[config.mk]
export PLATFORM = sky130hd
export DESIGN_NAME = display_spi_arbiter
export DESIGN_NICKNAME = d
export VERILOG_FILES = /design/src/rtl/display_pkg.sv /design/src/rtl/delay_counter.sv /design/src/rtl/display_spi_arbiter.sv
export SDC_FILE = /design/constraint.sdc
export NUM_CORES = 1
export LEC_CHECK = 0
export BUFFER_PORTS_ARGS = -buffer_cell sky130_fd_sc_hd__buf_2
export CAP_MARGIN = 40
export CORE_MARGIN = 5
export CORE_UTILIZATION = 46
export DETAILED_ROUTE_END_ITERATION = 7
export PLACE_DENSITY = 0.83
export SLEW_MARGIN = 20
export SYNTH_ARGS = -nofsm -noshare
export SYNTH_HDL_FRONTEND = slang
export SYNTH_SLANG_ARGS = --single-unit
[constraint.sdc]
create_clock -name clk -period 5.1 [get_ports clk]
set_input_delay 0.51 -clock clk [delete_from_list [all_inputs] [get_ports clk]]
set_output_delay 0.51 -clock clk [all_outputs]
set_load 0.02 [all_outputs]
[src/rtl/display_pkg.sv]
// Shared types and constants for the display SPI arbiter: FSM states,
// one-hot grant encodings and default chip-select timings.
package display_pkg;

  typedef enum logic [2:0] {
    ST_IDLE  = 3'd0,
    ST_SETUP = 3'd1,
    ST_XFER  = 3'd2,
    ST_DRAIN = 3'd3,
    ST_GAP   = 3'd4
  } state_t;

  localparam logic [1:0] GRANT_NONE = 2'b00;
  localparam logic [1:0] GRANT_CFG  = 2'b01;
  localparam logic [1:0] GRANT_PX   = 2'b10;

  localparam int DEFAULT_CS_SETUP_CYCLES = 1;
  localparam int DEFAULT_CS_GAP_CYCLES   = 2;

  // The counter is loaded on the edge that enters the timed state, so a
  // duration of N cycles needs a load value of N-1.
  function automatic logic [3:0] cycles_to_load(input int cycles);
    return 4'(cycles - 1);
  endfunction

endpackage

[src/rtl/delay_counter.sv]
// Loadable 4-bit down-counter; done is high whenever the count sits at zero.
module delay_counter (
  input  logic       clk,
  input  logic       rst,
  input  logic       load,
  input  logic [3:0] load_value,
  output logic       done
);

  logic [3:0] count;

  always_ff @(posedge clk or posedge rst) begin
    if (rst) begin
      count <= 4'd0;
    end else if (load) begin
      count <= load_value;
    end else if (count != 4'd0) begin
      count <= count - 4'd1;
    end
  end

  assign done = (count == 4'd0);

endmodule

[src/rtl/display_spi_arbiter.sv]
// Arbitrates a config and a pixel byte stream onto one SPI byte transmitter,
// framing each transaction with display chip select and the D/C line.
//
// Handshake: a byte moves on any edge where valid && ready are both high;
// valid must not depend on ready, and data/dc/last hold while valid is high
// and ready is low.
module display_spi_arbiter
  import display_pkg::*;
#(
  parameter int CS_SETUP_CYCLES = DEFAULT_CS_SETUP_CYCLES,
  parameter int CS_GAP_CYCLES   = DEFAULT_CS_GAP_CYCLES
) (
  input  logic       clk,
  input  logic       rst,
  input  logic       cfg_valid,
  input  logic [7:0] cfg_data,
  input  logic       cfg_dc,
  input  logic       cfg_last,
  output logic       cfg_ready,
  input  logic       px_valid,
  input  logic [7:0] px_data,
  input  logic       px_dc,
  input  logic       px_last,
  output logic       px_ready,
  output logic       spi_valid,
  output logic [7:0] spi_data,
  input  logic       spi_ready,
  input  logic       spi_busy,
  output logic       display_csb,
  output logic       data_commandb,
  output logic [1:0] grant,
  output logic       busy,
  output logic [2:0] state_dbg
);

  state_t     state;
  state_t     state_next;
  logic [1:0] grant_q;
  logic [1:0] pick;
  logic       csb_q;
  logic       dc_q;
  logic       last_was_cfg;
  logic       owner_valid;
  logic [7:0] owner_data;
  logic       owner_dc;
  logic       owner_last;
  logic       any_req;
  logic       accept;
  logic       drain_done;
  logic       timer_load;
  logic [3:0] timer_value;
  logic       timer_done;

  assign any_req    = cfg_valid | px_valid;
  assign accept     = (state == ST_XFER) && owner_valid && spi_ready;
  assign drain_done = (state == ST_DRAIN) && !spi_busy && spi_ready;

  always_comb begin
    owner_valid = 1'b0;
    owner_data  = 8'h00;
    owner_dc    = 1'b0;
    owner_last  = 1'b0;
    if (grant_q == GRANT_CFG) begin
      owner_valid = cfg_valid;
      owner_data  = cfg_data;
      owner_dc    = cfg_dc;
      owner_last  = cfg_last;
    end else if (grant_q == GRANT_PX) begin
      owner_valid = px_valid;
      owner_data  = px_data;
      owner_dc    = px_dc;
      owner_last  = px_last;
    end
  end

  // On a tie the requester that did not own the last completed transaction wins.
  always_comb begin
    pick = GRANT_NONE;
    if (cfg_valid && px_valid) begin
      pick = last_was_cfg ? GRANT_PX : GRANT_CFG;
    end else if (cfg_valid) begin
      pick = GRANT_CFG;
    end else if (px_valid) begin
      pick = GRANT_PX;
    end
  end

  assign timer_load  = ((state == ST_IDLE) && any_req) || drain_done;
  assign timer_value = (state == ST_IDLE) ? cycles_to_load(CS_SETUP_CYCLES)
                                          : cycles_to_load(CS_GAP_CYCLES);

  delay_counter u_delay_counter (
    .clk        (clk),
    .rst        (rst),
    .load       (timer_load),
    .load_value (timer_value),
    .done       (timer_done)
  );

  always_ff @(posedge clk or posedge rst) begin
    if (rst) begin
      state <= ST_IDLE;
    end else begin
      state <= state_next;
    end
  end

  always_comb begin
    state_next = state;
    case (state)
      ST_IDLE:  if (any_req) state_next = ST_SETUP;
      ST_SETUP: if (timer_done) state_next = ST_XFER;
      ST_XFER:  if (accept && owner_last) state_next = ST_DRAIN;
      ST_DRAIN: if (drain_done) state_next = ST_GAP;
      ST_GAP:   if (timer_done) state_next = ST_IDLE;
      default:  state_next = ST_IDLE;
    endcase
  end

  always_comb begin
    spi_valid = 1'b0;
    spi_data  = 8'h00;
    cfg_ready = 1'b0;
    px_ready  = 1'b0;
    if (state == ST_XFER) begin
      spi_valid = owner_valid;
      spi_data  = owner_data;
      cfg_ready = grant_q[0] & spi_ready;
      px_ready  = grant_q[1] & spi_ready;
    end
  end

  // Grant, chip select and D/C are registered alongside the state so they
  // change on the same edges as the transitions that own them.
  always_ff @(posedge clk or posedge rst) begin
    if (rst) begin
      grant_q      <= GRANT_NONE;
      csb_q        <= 1'b1;
      dc_q         <= 1'b1;
      last_was_cfg <= 1'b0;
    end else begin
      if ((state == ST_IDLE) && any_req) begin
        grant_q <= pick;
        csb_q   <= 1'b0;
      end
      if (drain_done) begin
        grant_q      <= GRANT_NONE;
        csb_q        <= 1'b1;
        last_was_cfg <= grant_q[0];
      end
      if (accept) begin
        dc_q <= owner_dc;
      end
    end
  end

  assign display_csb   = csb_q;
  assign data_commandb = dc_q;
  assign grant         = grant_q;
  assign busy          = (state != ST_IDLE);
  assign state_dbg     = state;

endmodule

==> results of run 1 <==
==> critical path, stage by stage (launching register included) <==
cell and delay [ns]:
dfrtp_1 0.42, nor2b_1 0.62, a22oi_1 0.25, nor2_1 0.16, buf_2 0.17
==> layer usage <==
layer / share of wire, % / wire length (um) / vias up
met5: 0 / 0 / -
met4: 2.3 / 51 / 0
met3: 3.7 / 82 / 4
met2: 52 / 1134 / 20
met1: 42 / 922 / 407
li1: - / - / 416
==> power by group through the flow <==
stage / registers, mW / clock network [mW] / logic, mW
global placement: 0.194 / 0 / 0.388
finish: 0.196 / 0.0777 / 0.402
detailed placement: 0.196 / 0 / 0.403
CTS: 0.195 / 0.0799 / 0.404
floorplan: 0.205 / 0 / 0.300
global route: 0.205 / 0.0848 / 0.440
==> cells in the final DEF, fill, tap and decap left out, drive strengths merged <==
master,instances
nand4b,1
a22oi,11
or3,1
mux2i,1
nand2b,1
o21ba,1
or3b,2
a211oi,1
nor3b,1
ha,1
xnor2,1
nand2,13
nor2,14
o32a,1
nor4bb,1
dfrtp,10
nor3,2
nand3,1
a31o,1
nor2b,3
clkbuf,4
nand3b,1
buf,44
a21oi,4
and3,2
mux2,2
dfstp,2
inv,4
o31ai,2
o21ai,3
==> final timing paths <==
path / from / to / slack [ns]
max: grant[0]$_DFFE_PP0N_ / spi_valid / 2.69
max reg2reg: grant[0]$_DFFE_PP0N_ / state_dbg[0]$_DFFE_PP0P_ / 3.28
min: rst / grant[0]$_DFFE_PP0N_ / 0.23
max in group asynchronous: rst / data_commandb$_DFFE_PP1P_ / 4.51
min reg2reg: display_csb$_DFFE_PP1N_ / display_csb$_DFFE_PP1N_ / 0.46
min in group clk: display_csb$_DFFE_PP1N_ / display_csb$_DFFE_PP1N_ / 0.46
==> state kept, by name, indices dropped and copies added, names as in the netlist <==
name / flops
grant: 2
u_delay_counter.count: 4
state_dbg: 3
display_csb: 1
last_was_cfg: 1
data_commandb: 1
==> cells by family (layout without fill, tap and decap cells) <==
group | Yosys count | in the layout
simple gates | 43 | 43
compound gates | 24 | 24
flops | 12 | 12
buf+inv | 9 | 52
mux | 3 | 3
fa+ha+maj | 1 | 1
xor+xnor | 1 | 1
==> cell type report <==
| cell class | instances | area [sq um] | share of cell area (%) |
|---|---|---|---|
| clock buffers | 4 | 36.28 | 3.452 |
| inverters | 4 | 15.01 | 1.429 |
| multi-input cells | 72 | 455.4 | 43.33 |
| flip-flops and latches | 12 | 302.8 | 28.81 |
| well taps | 17 | 21.27 | 2.024 |
| repair buffers | 44 | 220.2 | 20.95 |
==> flow_metrics.tcl, run 1 <==
set metrics [dict create \
    cts_resized 0 \
    cts_num_sinks 12 \
    first_iter_violations 24 \
    die_h_um 51.72 \
    synth_fa_ha_area_share_pct 1.563 \
    grt.met2_usage_pct 28.39 \
    grt_max_degree 13 \
    combPwrFrac_pct 59.5 \
    ant_nets 0 \
    vias_per_cell 5.536 \
    setup_slack_ns 2.689 \
    firstDrtPassIters 4 \
    synth-simple-area-share_pct 28.12 \
    reg2regPathDepth 4 \
    yosys-top-cells-count "14 x nor2_1, 13 x nand2_1, 11 x a22oi_1" \
    drv_slew 0 \
    hp-class "input pin to async pin" \
    clkLatencyLatePin_ns 0.28 \
    fp-row-count 15 \
    clk_path_buf_depth 2 \
    syn_inst 93 \
    fin_util_pct 62.22 \
    hpwl_um 1768 \
    ys_ff_latch 12 \
    seqPwrFrac_pct 29.0 \
    synthFlopType "dfrtp_1" \
    synthDistinctLibCells 33 \
    synth-compound-area-share_pct 21.56 \
    yosys_warnings 0 \
    die_x_um 51.72 \
    antenna_found_initial 0 \
    cts-root-buf "clkbuf_4" \
    status "complete, no violations" \
    synth-xor-area-share_pct 1.094 \
    placed_cells 149 \
    post_cts_buffers 0 \
    synth_top_area_share_pct 31.25 \
    power_mw 0.6748 \
    core_area_sq_um 1689 \
    routedWlPerCell_um 14.31 \
    die_area_sq_um 2675 \
    cp.required_ns 4.59 \
    setup_tns_ns 0 \
    cts_made_buffers 3 \
    path_clk_slew_ns 0.08 \
    grt_pass1_wl_um 3394 \
    met1_usage_pct 20.07 \
    cts_tree "yes" \
    internal-power_mw 0.3586 \
    p_clk_share_pct 11.5 \
    first_global_vias 780 \
    critical_path_class "register to primary output" \
    synth_top_family_by_area "simple AND/OR/NAND/NOR gates" \
    drive_above_1_share_pct 43.38 \
    worst_pin_slew_ns 0.7233 \
    synth-edff-count 0 \
    setup_viol 0 \
    ys_seq_area_share_pct 37.81 \
    end_kind "primary output" \
    yosys-top-cells-area "dfrtp_1 31%, a22oi_1 10%, dfstp_2 6.6%" \
    leakage_nw 0.5548 \
    overflow 0 \
    final_hold_viol_count 0 \
    timing.final.crit_share_pct 47.28 \
    synth_async_sr_flop_share_pct 100.0 \
    stdcell_count 153 \
    period_needed_ns 2.411 \
    gp_congestion 0.7937 \
    initial_utilization_pct 47.41 \
    placedInstanceArea_sq_um 1015 \
    syn_area_sq_um 800.8 \
    cts_hold_buf 0 \
    stdcell_area_sq_um 1051 \
    area.growth.synth_to_final_pct 31.25 \
    muxShareOfSynthArea_pct 4.531 \
    skew_ns 0.006447 \
    yosys.area.top_type "dfrtp_1" \
    num_vias 847 \
    routed_wl_um 2190 \
    n_fill_cell 158 \
    critical_path_peak_fanout 11 \
    switching_share_pct 46.86 \
    met3_usage_pct 4.298 \
    port_buffers 44 \
    ir_drop_mv 0.3578 \
    io_pins 45 \
    hold-worst-slack_ns 0.2341 \
    finalNetCount 164 \
    power_switching_mw 0.3162 \
    cts_max_level 1 \
    grt_busiest_layer "met2" \
    crit_path_start_kind "register" \
    cp.arrival_ns 1.90 \
    maxSlewHeadroom_pct 51.68 \
    synth_nets 120 \
    yosysMostFrequentCell "nor2_1" \
    grt_usage_pct 17.15 \
    pre_cts_ws_ns 3.047 \
    rsz0062_at_grt "no" \
    diodes 0 \
    post-route-drc-count 0 \
    clock.fmax_mhz 414.7 \
    syn_area_per_cell_sq_um 8.610 \
    drv_cap 0 \
    power.density_nw_per_um2 642.0 \
]
Note: power is estimated with default switching activity, not from simulation.
==> run 2, diff against run 1 <==
CORE_UTILIZATION = 43   (was 46)
PLACE_DENSITY = 0.78   (was 0.83)
clock period = 2.45 ns   (was 5.1 ns; I/O delays follow)
==> flow_metrics.tcl, run 2 (synthesis results as in run 1) <==
set metrics [dict create \
    io_pins 45 \
    rsz0062_at_grt "no" \
    path_clk_slew_ns 0.08 \
    cts_max_level 1 \
    ant_nets 0 \
    power_switching_mw 0.6551 \
    power.density_nw_per_um2 1310 \
    top_register "u_delay_counter.count" \
    final_hold_viol_count 0 \
    core_area_sq_um 1745 \
    largest_reg_flops 4 \
    multi_input_area_sq_um 455.4 \
    num_vias 874 \
    n_fill_cell 165 \
    overflow 0 \
    die_area_sq_um 2825 \
    maxSlewHeadroom_pct 70.26 \
    cts_tree "yes" \
    critPathMaxStageDelay_ns 0.61 \
    internal-power_mw 0.7675 \
    cts-root-buf "clkbuf_4" \
    routed_wl_um 2192 \
    finalNetCount 167 \
    combPwrFrac_pct 60.4 \
    switching_share_pct 46.05 \
    power_mw 1.423 \
    post_cts_buffers 0 \
    die_h_um 53.16 \
    diodes 0 \
    min_from "spi_ready" \
    first_global_vias 754 \
    pre_cts_ws_ns 0.7131 \
    end_kind "primary output" \
    hold-worst-slack_ns 0.2559 \
    grt_max_degree 13 \
    firstDrtPassIters 4 \
    rr_startpoint "u_delay_counter.count[0]$_DFFE_PP0P_" \
    hp-class "input pin to register" \
    routedWlPerCell_um 13.37 \
    setup_tns_ns 0 \
    vias_per_cell 5.329 \
    port_buffers 44 \
    placedInstanceArea_sq_um 1040 \
    initial_utilization_pct 45.88 \
    cp.required_ns 2.20 \
    cts_made_buffers 3 \
    leakage_nw 0.5693 \
    grt_pass1_wl_um 3298 \
    critPathSlowestCell "or3b_2" \
    seqPwrFrac_pct 28.6 \
    drv_slew 0 \
    layout_common_cells "44 x buf_2, 14 x nor2_1, 13 x nand2_1" \
    fp-row-count 15 \
    cp.arrival_ns 1.68 \
    die_x_um 53.16 \
    grt_usage_pct 16.21 \
    drive_above_1_share_pct 43.88 \
    clkLatencyLatePin_ns 0.27 \
    holdPathEnd "data_commandb$_DFFE_PP1P_" \
    r2r_end "state_dbg[0]$_DFFE_PP0P_" \
    crit_chain "or3b_2, nor2_1, buf_2" \
    hpwl_um 1701 \
    drv_cap 0 \
    critical_path_class "register to primary output" \
    crit_path_start_kind "register" \
    first_iter_violations 23 \
    p_clk_share_pct 11.0 \
    status "complete, no violations" \
    setup_viol 0 \
    period_needed_ns 1.922 \
    critical_path_peak_fanout 9 \
    area.growth.synth_to_final_pct 35.62 \
    timing.final.crit_share_pct 78.45 \
    gp_congestion 0.7949 \
    clk_path_buf_depth 2 \
    setup_slack_ns 0.5279 \
    skew_ns 0.0007879 \
    min_path_cells 3 \
    worst_pin_slew_ns 0.4455 \
    post-route-drc-count 0 \
    seq_area_sq_um 302.8 \
    final_common_cell "buf_2" \
    worst-r2r-setup-slack_ns 0.71 \
    stdcell_area_sq_um 1086 \
    cts_num_sinks 12 \
    ir_drop_mv 0.8387 \
    reg2regPathDepth 6 \
    clock.fmax_mhz 520.3 \
    antenna_found_initial 0 \
]
-- run 2: cell count changes in the layout (fill, tap and decap cells not counted) --
cell / previous run / this run
buf_4: 0 / 2
dlygate4sd3_1: 0 / 1
-- run 2: timing repair --
item | CTS | global route
hold buffers | 1 | 0
endpoints found under the hold margin | 10 | 0
resized for setup | 0 | 0
endpoints found under the setup margin | 0 | 0
-- run 2: final cells by class --
class	instances	area share [%]
sequential	12	27.88
tap	25	2.880
multi-input combinational	72	41.94
clock buffer	4	3.341
inverter	4	1.382
timing repair buffer	47	22.58
-- run 2: how the worst max path moves through the flow --
| stage | startpoint | end | slack, ns | cells past startpoint |
|---|---|---|---|---|
| final | state_dbg[2]$_DFFE_PP0P_ | spi_data[1] | 0.53 | 3 |
| after global routing | state_dbg[0]$_DFFE_PP0P_ | spi_data[7] | 0.42 | 3 |
| after floorplan | state_dbg[1]$_DFFE_PP0P_ | spi_data[0] | 0.67 | 4 |
| after global placement | u_delay_counter.count[0]$_DFFE_PP0P_ | state_dbg[0]$_DFFE_PP0P_ | 0.78 | 6 |
| after detailed placement | u_delay_counter.count[0]$_DFFE_PP0P_ | state_dbg[0]$_DFFE_PP0P_ | 0.71 | 6 |
| after CTS | state_dbg[2]$_DFFE_PP0P_ | spi_data[7] | 0.54 | 3 |
-- run 2: metal layers --
metal	GRT usage, %	wire, um
met2	27.48	1201
met4	5.106	16
met1	18.82	857
met5	0	0
met3	5.915	116
-- run 2: power groups by stage --
stage	registers [mW]	clock network (mW)	logic (mW)
floorplan	0.428	0	0.625
global placement	0.405	0	0.833
detailed placement	0.412	0	0.857
CTS	0.408	0.159	0.865
global route	0.432	0.173	0.931
finish	0.407	0.157	0.859
-- run 2: critical path: cells and delay by family, from the launching register on --
family	cells	cell delay, ns
and+or+nand+nor	2	0.74
DFF	1	0.49
buffers and inverters	1	0.17
-- run 2: stage by stage --
stage               util (%)  std cells
finish                 62.22        164
global route           62.22        164
CTS                    62.22        164
detailed placement     59.57        159
global placement       59.57        159
floorplan                  -         93
